`src/rtl/stroke_scheduler_if.sv`:
```
// ---------------------------------------------------------------------------
// stroke_scheduler_if
//   Bundles every handshake/bus signal of the stroke scheduler so the block
//   can be wired to its environment with a single port.
//
//   Signal groups:
//     layer control : i_start, i_radius, i_threshold, o_busy, o_done, o_stroke_cnt
//     error query   : o_err_req, o_err_x, o_err_y, i_err_valid, i_err
//     stroke gen    : o_stk_start, o_stk_x0, o_stk_y0, o_stk_r, o_stk_abort,
//                     i_pt_valid, i_pt_x, i_pt_y, i_stk_finish, o_pt_ready
//     painter       : o_paint_valid, o_paint_x, o_paint_y, o_paint_r, i_paint_ready
//
//   Modports:
//     master : the scheduler itself (drives the o_* signals)
//     slave  : the surrounding environment (drives the i_* signals)
// ---------------------------------------------------------------------------
interface stroke_scheduler_if;
    // layer control
    logic        i_start;
    logic [3:0]  i_radius;
    logic [15:0] i_threshold;
    logic        o_busy;
    logic        o_done;
    logic [15:0] o_stroke_cnt;
    // error query
    logic        o_err_req;
    logic [9:0]  o_err_x;
    logic [9:0]  o_err_y;
    logic        i_err_valid;
    logic [15:0] i_err;
    // stroke generator
    logic        o_stk_start;
    logic [9:0]  o_stk_x0;
    logic [9:0]  o_stk_y0;
    logic [3:0]  o_stk_r;
    logic        o_stk_abort;
    logic        i_pt_valid;
    logic [9:0]  i_pt_x;
    logic [9:0]  i_pt_y;
    logic        i_stk_finish;
    logic        o_pt_ready;
    // painter
    logic        o_paint_valid;
    logic [9:0]  o_paint_x;
    logic [9:0]  o_paint_y;
    logic [3:0]  o_paint_r;
    logic        i_paint_ready;

    modport master (
        input  i_start, i_radius, i_threshold,
        input  i_err_valid, i_err,
        input  i_pt_valid, i_pt_x, i_pt_y, i_stk_finish,
        input  i_paint_ready,
        output o_busy, o_done, o_stroke_cnt,
        output o_err_req, o_err_x, o_err_y,
        output o_stk_start, o_stk_x0, o_stk_y0, o_stk_r, o_stk_abort, o_pt_ready,
        output o_paint_valid, o_paint_x, o_paint_y, o_paint_r
    );

    modport slave (
        output i_start, i_radius, i_threshold,
        output i_err_valid, i_err,
        output i_pt_valid, i_pt_x, i_pt_y, i_stk_finish,
        output i_paint_ready,
        input  o_busy, o_done, o_stroke_cnt,
        input  o_err_req, o_err_x, o_err_y,
        input  o_stk_start, o_stk_x0, o_stk_y0, o_stk_r, o_stk_abort, o_pt_ready,
        input  o_paint_valid, o_paint_x, o_paint_y, o_paint_r
    );
endinterface

```
`src/rtl/stroke_scheduler.sv`:
```
// ---------------------------------------------------------------------------
// stroke_scheduler
//   Runs one painterly layer pass: walks every GRIDxGRID cell in raster order
//   (x fastest), queries the canvas/reference error at the cell centre, and
//   when the error is strictly above the latched threshold launches the
//   stroke generator there. Generated points are forwarded to the painter
//   combinationally with back-pressure; a stroke is truncated after MAX_LEN
//   accepted points.
//
//   Ports:
//     i_clk : clock
//     i_rst : synchronous active-high reset (aborts a pass, no o_done)
//     bus   : stroke_scheduler_if.master - layer control, error query,
//             stroke generator and painter handshakes
//
//   Parameters:
//     IMG_W, IMG_H : image size in pixels, multiples of GRID
//     GRID         : cell size, power of two >= 2
//     MAX_LEN      : max accepted points per stroke (1..1023)
// ---------------------------------------------------------------------------
module stroke_scheduler #(
    parameter int IMG_W   = 640,
    parameter int IMG_H   = 480,
    parameter int GRID    = 8,
    parameter int MAX_LEN = 16
) (
    input  logic               i_clk,
    input  logic               i_rst,
    stroke_scheduler_if.master bus
);

    // ------------------------------------------------------------------
    // Derived constants
    // ------------------------------------------------------------------
    localparam int CX_N = IMG_W / GRID;
    localparam int CY_N = IMG_H / GRID;
    localparam int CXW  = (CX_N > 1) ? $clog2(CX_N) : 1;
    localparam int CYW  = (CY_N > 1) ? $clog2(CY_N) : 1;
    localparam int PW   = $clog2(MAX_LEN + 1);

    localparam logic [CXW-1:0] CX_LAST = CXW'(CX_N - 1);
    localparam logic [CYW-1:0] CY_LAST = CYW'(CY_N - 1);
    localparam logic [PW-1:0]  PT_LAST = PW'(MAX_LEN - 1);
    localparam logic [9:0]     HALF    = 10'(GRID / 2);
    localparam logic [9:0]     STEP    = 10'(GRID);

    // ------------------------------------------------------------------
    // FSM encoding
    // ------------------------------------------------------------------
    localparam logic [2:0] S_IDLE   = 3'd0;
    localparam logic [2:0] S_QUERY  = 3'd1;
    localparam logic [2:0] S_LAUNCH = 3'd2;
    localparam logic [2:0] S_STROKE = 3'd3;
    localparam logic [2:0] S_ABORT  = 3'd4;
    localparam logic [2:0] S_NEXT   = 3'd5;
    localparam logic [2:0] S_DONE   = 3'd6;

    logic [2:0]     state_reg;
    logic [2:0]     state_next;

    logic [3:0]     radius_reg;
    logic [15:0]    threshold_reg;
    logic [CXW-1:0] cx_reg;
    logic [CYW-1:0] cy_reg;
    // Cell centre is tracked incrementally alongside the cell indices so no
    // multiplier is needed; it also gives all-zero coordinates after reset.
    logic [9:0]     cen_x_reg;
    logic [9:0]     cen_y_reg;
    logic [PW-1:0]  pt_cnt_reg;
    logic [15:0]    stroke_cnt_reg;

    logic           in_stroke;
    logic           pt_accept;
    logic           pt_last;
    logic           last_cell;
    logic [9:0]     paint_x;
    logic [9:0]     paint_y;

    assign in_stroke = (state_reg == S_STROKE);
    assign pt_accept = in_stroke & bus.i_pt_valid & bus.i_paint_ready;
    assign pt_last   = (pt_cnt_reg == PT_LAST);
    assign last_cell = (cx_reg == CX_LAST) && (cy_reg == CY_LAST);

    // ------------------------------------------------------------------
    // Next-state logic
    // ------------------------------------------------------------------
    always_comb begin
        state_next = state_reg;
        case (state_reg)
            S_IDLE: begin
                if (bus.i_start) begin
                    state_next = S_QUERY;
                end
            end
            S_QUERY: begin
                if (bus.i_err_valid) begin
                    state_next = (bus.i_err > threshold_reg) ? S_LAUNCH : S_NEXT;
                end
            end
            S_LAUNCH: begin
                state_next = S_STROKE;
            end
            S_STROKE: begin
                // A finishing generator wins over truncation: the stroke ended
                // on its own, so no abort is signalled.
                if (bus.i_stk_finish) begin
                    state_next = S_NEXT;
                end else if (pt_accept && pt_last) begin
                    state_next = S_ABORT;
                end
            end
            S_ABORT: begin
                state_next = S_NEXT;
            end
            S_NEXT: begin
                state_next = last_cell ? S_DONE : S_QUERY;
            end
            S_DONE: begin
                state_next = S_IDLE;
            end
            default: begin
                state_next = S_IDLE;
            end
        endcase
    end

    // ------------------------------------------------------------------
    // State and datapath registers
    // ------------------------------------------------------------------
    always_ff @(posedge i_clk) begin
        if (i_rst) begin
            state_reg      <= S_IDLE;
            radius_reg     <= '0;
            threshold_reg  <= '0;
            cx_reg         <= '0;
            cy_reg         <= '0;
            cen_x_reg      <= '0;
            cen_y_reg      <= '0;
            pt_cnt_reg     <= '0;
            stroke_cnt_reg <= '0;
        end else begin
            state_reg <= state_next;
            case (state_reg)
                S_IDLE: begin
                    if (bus.i_start) begin
                        radius_reg     <= bus.i_radius;
                        threshold_reg  <= bus.i_threshold;
                        cx_reg         <= '0;
                        cy_reg         <= '0;
                        cen_x_reg      <= HALF;
                        cen_y_reg      <= HALF;
                        pt_cnt_reg     <= '0;
                        stroke_cnt_reg <= '0;
                    end
                end
                S_LAUNCH: begin
                    pt_cnt_reg <= '0;
                    if (stroke_cnt_reg != 16'hFFFF) begin
                        stroke_cnt_reg <= stroke_cnt_reg + 16'd1;
                    end
                end
                S_STROKE: begin
                    if (pt_accept) begin
                        pt_cnt_reg <= pt_cnt_reg + 1'b1;
                    end
                end
                S_NEXT: begin
                    // On the last cell the indices are left alone so the final
                    // centre stays visible after the pass.
                    if (!last_cell) begin
                        if (cx_reg == CX_LAST) begin
                            cx_reg    <= '0;
                            cen_x_reg <= HALF;
                            cy_reg    <= cy_reg + 1'b1;
                            cen_y_reg <= cen_y_reg + STEP;
                        end else begin
                            cx_reg    <= cx_reg + 1'b1;
                            cen_x_reg <= cen_x_reg + STEP;
                        end
                    end
                end
                default: begin
                end
            endcase
        end
    end

    // ------------------------------------------------------------------
    // Painter coordinates: pass-through during a stroke, forced to zero
    // otherwise so idle/reset outputs are clean.
    // ------------------------------------------------------------------
    genvar gi;
    generate
        for (gi = 0; gi < 10; gi++) begin : g_paint_gate
            assign paint_x[gi] = in_stroke & bus.i_pt_x[gi];
            assign paint_y[gi] = in_stroke & bus.i_pt_y[gi];
        end
    endgenerate

    // ------------------------------------------------------------------
    // Outputs
    // ------------------------------------------------------------------
    assign bus.o_busy        = (state_reg != S_IDLE) && (state_reg != S_DONE);
    assign bus.o_done        = (state_reg == S_DONE);
    assign bus.o_stroke_cnt  = stroke_cnt_reg;

    assign bus.o_err_req     = (state_reg == S_QUERY);
    assign bus.o_err_x       = cen_x_reg;
    assign bus.o_err_y       = cen_y_reg;

    assign bus.o_stk_start   = (state_reg == S_LAUNCH);
    assign bus.o_stk_x0      = cen_x_reg;
    assign bus.o_stk_y0      = cen_y_reg;
    assign bus.o_stk_r       = radius_reg;
    assign bus.o_stk_abort   = (state_reg == S_ABORT);
    assign bus.o_pt_ready    = in_stroke & bus.i_paint_ready;

    assign bus.o_paint_valid = in_stroke & bus.i_pt_valid;
    assign bus.o_paint_x     = paint_x;
    assign bus.o_paint_y     = paint_y;
    assign bus.o_paint_r     = radius_reg;

endmodule

```
`src/flat_wrapper.sv`:
```
// flat-port wrapper written by rule: the top's interface ports become plain ports
module stroke_scheduler_flat 
#(
    parameter int IMG_W   = 640,
    parameter int IMG_H   = 480,
    parameter int GRID    = 8,
    parameter int MAX_LEN = 16
)
  (i_clk, i_rst, bus_i_start, bus_i_radius, bus_i_threshold, bus_i_err_valid, bus_i_err, bus_i_pt_valid, bus_i_pt_x, bus_i_pt_y, bus_i_stk_finish, bus_i_paint_ready, bus_o_busy, bus_o_done, bus_o_stroke_cnt, bus_o_err_req, bus_o_err_x, bus_o_err_y, bus_o_stk_start, bus_o_stk_x0, bus_o_stk_y0, bus_o_stk_r, bus_o_stk_abort, bus_o_pt_ready, bus_o_paint_valid, bus_o_paint_x, bus_o_paint_y, bus_o_paint_r);
  stroke_scheduler_if bus_i ();
  input  logic i_clk;
  input  logic i_rst;
  input wire logic [$bits(bus_i.i_start)-1:0] bus_i_start;
  input wire logic [$bits(bus_i.i_radius)-1:0] bus_i_radius;
  input wire logic [$bits(bus_i.i_threshold)-1:0] bus_i_threshold;
  input wire logic [$bits(bus_i.i_err_valid)-1:0] bus_i_err_valid;
  input wire logic [$bits(bus_i.i_err)-1:0] bus_i_err;
  input wire logic [$bits(bus_i.i_pt_valid)-1:0] bus_i_pt_valid;
  input wire logic [$bits(bus_i.i_pt_x)-1:0] bus_i_pt_x;
  input wire logic [$bits(bus_i.i_pt_y)-1:0] bus_i_pt_y;
  input wire logic [$bits(bus_i.i_stk_finish)-1:0] bus_i_stk_finish;
  input wire logic [$bits(bus_i.i_paint_ready)-1:0] bus_i_paint_ready;
  output wire logic [$bits(bus_i.o_busy)-1:0] bus_o_busy;
  output wire logic [$bits(bus_i.o_done)-1:0] bus_o_done;
  output wire logic [$bits(bus_i.o_stroke_cnt)-1:0] bus_o_stroke_cnt;
  output wire logic [$bits(bus_i.o_err_req)-1:0] bus_o_err_req;
  output wire logic [$bits(bus_i.o_err_x)-1:0] bus_o_err_x;
  output wire logic [$bits(bus_i.o_err_y)-1:0] bus_o_err_y;
  output wire logic [$bits(bus_i.o_stk_start)-1:0] bus_o_stk_start;
  output wire logic [$bits(bus_i.o_stk_x0)-1:0] bus_o_stk_x0;
  output wire logic [$bits(bus_i.o_stk_y0)-1:0] bus_o_stk_y0;
  output wire logic [$bits(bus_i.o_stk_r)-1:0] bus_o_stk_r;
  output wire logic [$bits(bus_i.o_stk_abort)-1:0] bus_o_stk_abort;
  output wire logic [$bits(bus_i.o_pt_ready)-1:0] bus_o_pt_ready;
  output wire logic [$bits(bus_i.o_paint_valid)-1:0] bus_o_paint_valid;
  output wire logic [$bits(bus_i.o_paint_x)-1:0] bus_o_paint_x;
  output wire logic [$bits(bus_i.o_paint_y)-1:0] bus_o_paint_y;
  output wire logic [$bits(bus_i.o_paint_r)-1:0] bus_o_paint_r;
  assign bus_i.i_start = bus_i_start;
  assign bus_i.i_radius = bus_i_radius;
  assign bus_i.i_threshold = bus_i_threshold;
  assign bus_i.i_err_valid = bus_i_err_valid;
  assign bus_i.i_err = bus_i_err;
  assign bus_i.i_pt_valid = bus_i_pt_valid;
  assign bus_i.i_pt_x = bus_i_pt_x;
  assign bus_i.i_pt_y = bus_i_pt_y;
  assign bus_i.i_stk_finish = bus_i_stk_finish;
  assign bus_i.i_paint_ready = bus_i_paint_ready;
  assign bus_o_busy = bus_i.o_busy;
  assign bus_o_done = bus_i.o_done;
  assign bus_o_stroke_cnt = bus_i.o_stroke_cnt;
  assign bus_o_err_req = bus_i.o_err_req;
  assign bus_o_err_x = bus_i.o_err_x;
  assign bus_o_err_y = bus_i.o_err_y;
  assign bus_o_stk_start = bus_i.o_stk_start;
  assign bus_o_stk_x0 = bus_i.o_stk_x0;
  assign bus_o_stk_y0 = bus_i.o_stk_y0;
  assign bus_o_stk_r = bus_i.o_stk_r;
  assign bus_o_stk_abort = bus_i.o_stk_abort;
  assign bus_o_pt_ready = bus_i.o_pt_ready;
  assign bus_o_paint_valid = bus_i.o_paint_valid;
  assign bus_o_paint_x = bus_i.o_paint_x;
  assign bus_o_paint_y = bus_i.o_paint_y;
  assign bus_o_paint_r = bus_i.o_paint_r;
  stroke_scheduler #(.IMG_W(IMG_W), .IMG_H(IMG_H), .GRID(GRID), .MAX_LEN(MAX_LEN)) u_core (.i_clk(i_clk), .i_rst(i_rst), .bus(bus_i));
endmodule
```
`config.mk`:
```
export PLATFORM = sky130hd
export DESIGN_NAME = stroke_scheduler_flat
export DESIGN_NICKNAME = d
export VERILOG_FILES = /design/src/rtl/stroke_scheduler_if.sv /design/src/rtl/stroke_scheduler.sv /design/src/flat_wrapper.sv
export SDC_FILE = /design/constraint.sdc
export NUM_CORES = 1
export LEC_CHECK = 0
export CORE_AREA = 2 2 104 106
export CTS_CLUSTER_DIAMETER = 60
export CTS_CLUSTER_SIZE = 20
export DETAILED_ROUTE_END_ITERATION = 12
export DIE_AREA = 0 0 106 108
export PLACE_DENSITY = 0.84
export SLEW_MARGIN = 20
export SYNTH_ARGS = -nofsm -noshare
export SYNTH_HDL_FRONTEND = slang
export SYNTH_SLANG_ARGS = --single-unit
```
`constraint.sdc`:
```
create_clock -name i_clk -period 1.97 [get_ports i_clk]
set_input_delay 0.591 -clock i_clk [delete_from_list [all_inputs] [get_ports i_clk]]
set_output_delay 0.591 -clock i_clk [all_outputs]
set_load 0.01 [all_outputs]
```
==> impl_results.md <==
- Status: finished with violations
- Failing checks: setup timing
- DRT Wirelength: 11.9 mm
- Clk root buf: clkbuf_8
- Non-Filler Instances: 817
- Share of layout cells above drive strength 1: 25.1%
- Yosys top cell by area: dfxtp_1
- Endpoint type of the worst setup path: output port
- Syn-to-layout area delta: 55.0%
- Clock share of power: 31.5%
- Total gr overflow: 0
- Seq pwr share: 37.9%
- Max-capacitance violation count: 0
- Iter 0 DRT Violations: 223
- Internal Power: 2.94 mW
- Distinct cell type count after synthesis: 50
- Post-synth EDFFs: 0
- Ys Warns: 0
- Layout Skew: 0.0124 ns
- Placed insts: 789
- Num CTS Buffers: 9
- Switching power: 1.29 mW
- Final min period: 2.09 ns
- Crit path DAT: 1.49 ns
- Comb pwr share: 30.5%
- Setup violators final: 18
- Pre-antenna DRT Iters: 6
- Via-per-instance ratio: 5.05
- Gate Count Post-Synth: 511
- Switching share of power: 30.5%
- Synth Register Bits: 73
- Clock latency on the worst-skew pair: 0.34 ns
- Max Slew Vio Count: 0
- Total power per unit cell area: 674 mW/mm^2
- Num rows: 37
- Placement Setup Slack: -0.702 ns
- CP max FO: 5
- Async SR Flop Fraction: 0%
- Final #Nets: 762
- Syn Area/Cell: 7.93 um^2
- Core area: 0.0102 mm^2
- Total number of H-tree levels: 3
- Slack of the critical path: -0.116 ns
- I/O pin count: 154
- Final Hold Viols: 0
- DP HPWL: 8.58 mm
- Hold depth: 2
- WP data required: 1.38 ns
- FF-to-FF path depth: 8
- Gr usage total: 19.8%
- CTS tree: yes
- Final period util: 106%
- Seq/Total Area, Yosys: 36.0%
- Pin count of the biggest net entering global routing: 25
- Initial antenna violation count: 0
- Placer Congestion: 0.911
- Synth top area share: 36.0%
- Leakage Power: 2.55 nW
- Total clock sinks: 73
- Filler cell count in the final layout: 861
- Routed len/inst: 14.5 um
- Worst IR Drop VDD: 0.329 mV
- ANT nets after route: 0
- Worst Hold Class: flop to flop
- TNS Setup: -1.18 ns
- ANT cells: 0
- Residual DRC: 0
- Max Clk Rate: 0.479 GHz
- WS Path Type: flop to output port
- RSZ-0062 raised after global routing: yes
- Starting Density: 39.6%
- Chip width: 106 um
- Count of input and output buffers: 145
- Vias in the first global route: 4067
- Reg clk slew, reported paths: 0.08 ns
- DIE AREA: 0.0114 mm^2
- Worst-case clock buffer depth: 2
- Post-CTS Hold Fix Bufs: 0
- Startpoint Class: flop
- First-pass GRT wire length: 18.6 mm
- Vert. Die Dim: 108 um
- Routed vias: 4122
- Top cells by area, synth: dfxtp_1 (36%), ha_1 (7.1%), nand2_1 (6.3%), a21oi_1 (5.6%), buf_4 (5.2%)
- Prevailing post-synth register cell: dfxtp_1
- Post-Syn Area: 0.00405 mm^2
-- cell families (layout without fill, tap and decap cells) --
kind of cell	count (synthesis)	count (layout)	synth area share [%]
simple gates	223	223	27.1
compound gates	80	80	11.8
buf+inv	74	237	9.66
flops	73	73	36.0
xor+xnor	31	31	6.70
fa+ha+maj	23	23	7.10
mux	6	6	1.48
other cells	1	8	0.0925
-- critical path: stages, from the launching register on --
cell and delay (ns):
dfxtp_2 0.34, and2b_4 0.29, buf_12 0.13, buf_16 0.10, and3_1 0.16, buf_2 0.13
-- power by group through the flow --
| stage | clock network [mW] | logic, mW | registers [mW] |
|---|---|---|---|
| after floorplan | 0 | 0.599 | 1.63 |
| after global placement | 0 | 1.11 | 1.63 |
| after detailed placement | 0 | 1.15 | 1.63 |
| after CTS | 1.37 | 1.24 | 1.60 |
| after global routing | 1.43 | 1.40 | 1.62 |
| final | 1.34 | 1.29 | 1.61 |
-- layer usage --
layer	track usage, %	part of all wire, %	vias up
met1	23.7	42	1944
met4	7.42	2.1	0
met5	0	0	-
met2	35.5	51	115
li1	-	-	2036
met3	3.74	5.0	27
-- stage by stage --
step | cell area, um^2 | util [%] | power [mW] | hold slack (ns)
floorplan | 4090 | - | 2.23 | 0.436
global placement | 5760 | 56.3 | 2.73 | 0.444
detailed placement | 5760 | 56.3 | 2.78 | 0.447
CTS | 6090 | 59.5 | 4.21 | 0.459
global route | 6280 | 61.4 | 4.45 | 0.484
finish | 6280 | 61.4 | 4.23 | 0.456
-- worst paths after layout --
path                            from                 endpoint  slack [ns]
min reg2reg  u_core.threshold_reg[1]  u_core.threshold_reg[1]        0.46
max reg2reg  u_core.threshold_reg[9]      u_core.state_reg[0]        0.04
max              u_core.state_reg[2]         bus_o_paint_x[9]       -0.12
min          u_core.threshold_reg[1]  u_core.threshold_reg[1]        0.46
-- cell usage after synthesis, types with 4 or more instances --
cell and n:
xor2_1 15, or3_1 5, clkbuf_1 16, o21ai_1 6, and3_1 27, nand3_1 19
nand2_1 68, mux2i_1 6, a21oi_1 45, and2_1 6, inv_1 20, buf_2 7
o21ai_0 7, dfxtp_1 73, nor2_1 56, xnor2_1 16, ha_1 23, nor2b_1 4
nand4_1 15, buf_4 28
-- layout make-up --
class / count / area (um^2) / area share, %
Sequential cell: 73 / 1490 / 23.7
Timing Repair Buffer: 200 / 1840 / 29.2
Clock buffer: 9 / 124 / 1.97
Multi-Input combinational cell: 371 / 2480 / 39.5
Clock inverter: 7 / 103 / 1.63
Inverter: 21 / 78.8 / 1.25
Tap cell: 136 / 170 / 2.71
-- placed cells by master (no fill, tap or decap), types with 4 or more instances in the layout --
| cell type | n |
|---|---|
| dfxtp_1 | 51 |
| nor2_1 | 55 |
| ha_1 | 11 |
| xnor2_1 | 16 |
| nand3_1 | 18 |
| a21oi_1 | 43 |
| o21ai_1 | 5 |
| ha_4 | 11 |
| buf_6 | 9 |
| and2_1 | 5 |
| inv_1 | 16 |
| dlymetal6s2s_1 | 4 |
| dlygate4sd2_1 | 4 |
| buf_4 | 44 |
| mux2i_1 | 6 |
| and3_1 | 23 |
| xor2_1 | 15 |
| inv_2 | 5 |
| buf_12 | 4 |
| conb_1 | 8 |
| dfxtp_2 | 21 |
| clkdlybuf4s50_1 | 102 |
| clkbuf_8 | 9 |
| nand2_1 | 66 |
| clkbuf_2 | 4 |
| nand4_1 | 15 |
| buf_2 | 25 |
| o21ai_0 | 6 |
| and3_4 | 4 |
-- timing repair --
item / in CTS / in global routing
buffers inserted: 7 / 4
pin swaps: 25 / 24
setup endpoints to repair: 42 / 71
gates resized for setup: 160 / 55
gates cloned: 2 / 0
Power figures use the tool's default switching activity.
==> RTL edit (same settings) <==
Make the reset (`i_rst`) asynchronous in one clocked block. Comments in the files are not updated.
--- a/src/rtl/stroke_scheduler.sv
+++ b/src/rtl/stroke_scheduler.sv
@@ -127,7 +127,7 @@
     // ------------------------------------------------------------------
     // State and datapath registers
     // ------------------------------------------------------------------
-    always_ff @(posedge i_clk) begin
+    always_ff @(posedge i_clk or posedge i_rst) begin
         if (i_rst) begin
             state_reg      <= S_IDLE;
             radius_reg     <= '0;
Check against the original RTL: differs if i_rst is asserted again (counterexample within 4 cycles, from zero or initial values and one cycle with i_rst high); with i_rst held inactive, the same outputs for 4 cycles.
==> RTL edit against the original RTL <==
Setup slack better by 68 ps. Routed wire length is 5.2% lower. Fmax is 3.4% higher. Register-to-register slack worse by 70 ps. Hold slack better by 42 ps. First-iteration DRC count is 25% lower. The flow still finishes with violations (negative setup slack). Design area is 2.2% higher. Synthesized area is 4.1% higher. Sequential cell count stayed put. Highest routed layer unchanged. Critical endpoint is now u_core.state_reg[1]$_DFFE_PP0P_.
Power is not compared: it rests on default switching activity, and its combinational part moved more than twofold at a synthesized area within 25%.
==> RTL edit: results <==
group,metric,value,unit
outcome,status,"finished, violations left",
outcome,violations,"negative setup slack",
critical_path,r2r_slack,-30,ps
worst_hold_path,hold_path_depth,1,
critical_path,crit_arrival,2230,ps
layout,fin_nets,724,
placed_design,postPlaceCellArea,6000,um2
synthesis,synth_cell_types,50,
timing,fin_skew,7.53,ps
critical_path,critical_path.top_delay_family,"compound AO/OA/AOI/OAI gates",
timing,setup_tns,-163,ps
placed_design,pre_cts_ws,-694,ps
critical_path,cp-startpoint,"bus_i_err[6]",
detailed_routing,num_vias,3949,
detailed_routing,drtIter0Drc,167,
detailed_routing,vias_per_cell,5.08,
synthesis,syn_avg_cell_area,9.28,um2
worst_hold_path,whs_endpoint,"u_core.bus.o_err_y[2]$_DFFE_PP0P_",
global_route,grt_usage,19.8,%
placed_design,place.gp.congestion,0.885,
synthesis,async_flop_share,100,%
timing,setup_viol,8,
detailed_routing,wirelength,11.3,mm
critical_path,crit_fanout,2,
synthesis,synthTopCellsByCount,"dfrtp_1 (73), nand2_1 (49), nor2_1 (43)",
power_and_ir_drop,swShare,36.4,%
synthesis,yosysSeqAreaShare,43.3,%
timing,hold_ws,498,ps
placed_design,dp_hpwl,8.19,mm
synthesis,synthFlopType,"dfrtp_1",
layout,drive_gt1_share,27.4,%
timing,final.setup.worst_slack,-47.5,ps
worst_hold_path,worstHoldStart,"u_core.bus.o_err_y[2]$_DFFE_PP0P_",
synthesis,netlist_top_cells_area,"dfrtp_1 (43%), ha_1 (6.8%), buf_4 (5.2%)",
global_route,grt_pass1_wl,18.3,mm
global_route,grt_max_degree,74,
critical_path,rr_startpoint,"u_core.state_reg[0]$_DFFE_PP0P_",
critical_path,reg2reg_depth,7,
critical_path,crit_path_top_delay_cell,"o31a_1",
placed_design,place_inst,738,
## RTL edit: cells by family (layout without fill, tap and decap cells)
kind of cell    after synthesis  after routing  synth area share (%)
fa+ha+maj                    23             23                  6.82
other cells                   1              8                0.0888
simple gates                184            184                  22.3
buf+inv                      65            245                  8.68
compound gates               74             74                  11.3
mux                           5              5                  1.33
xor+xnor                     30             30                  6.22
flops                        73             73                  43.3
## RTL edit: what timing repair did
action | in CTS | in global routing
hold endpoints to repair | 0 | 0
cloned | 0 | 1
setup buffers | 8 | 19
pin swaps | 33 | 13
endpoints found under the setup margin | 41 | 76
gates resized for setup | 168 | 48
## RTL edit: cell type report
type	count	area (um2)
clock buffer	12	135
tap	136	170
sequential	73	1840
multi-input combinational	324	2340
clock inverter	3	42.5
fill	827	3810
timing repair buffer	208	1810
inverter	22	86.3
## RTL edit: per-layer routing
layer  GRT usage (%)  share of wire, %
met5               0                 0
met4            7.71               2.1
met3            3.68               4.6
met2            34.7                51
met1            24.2                42
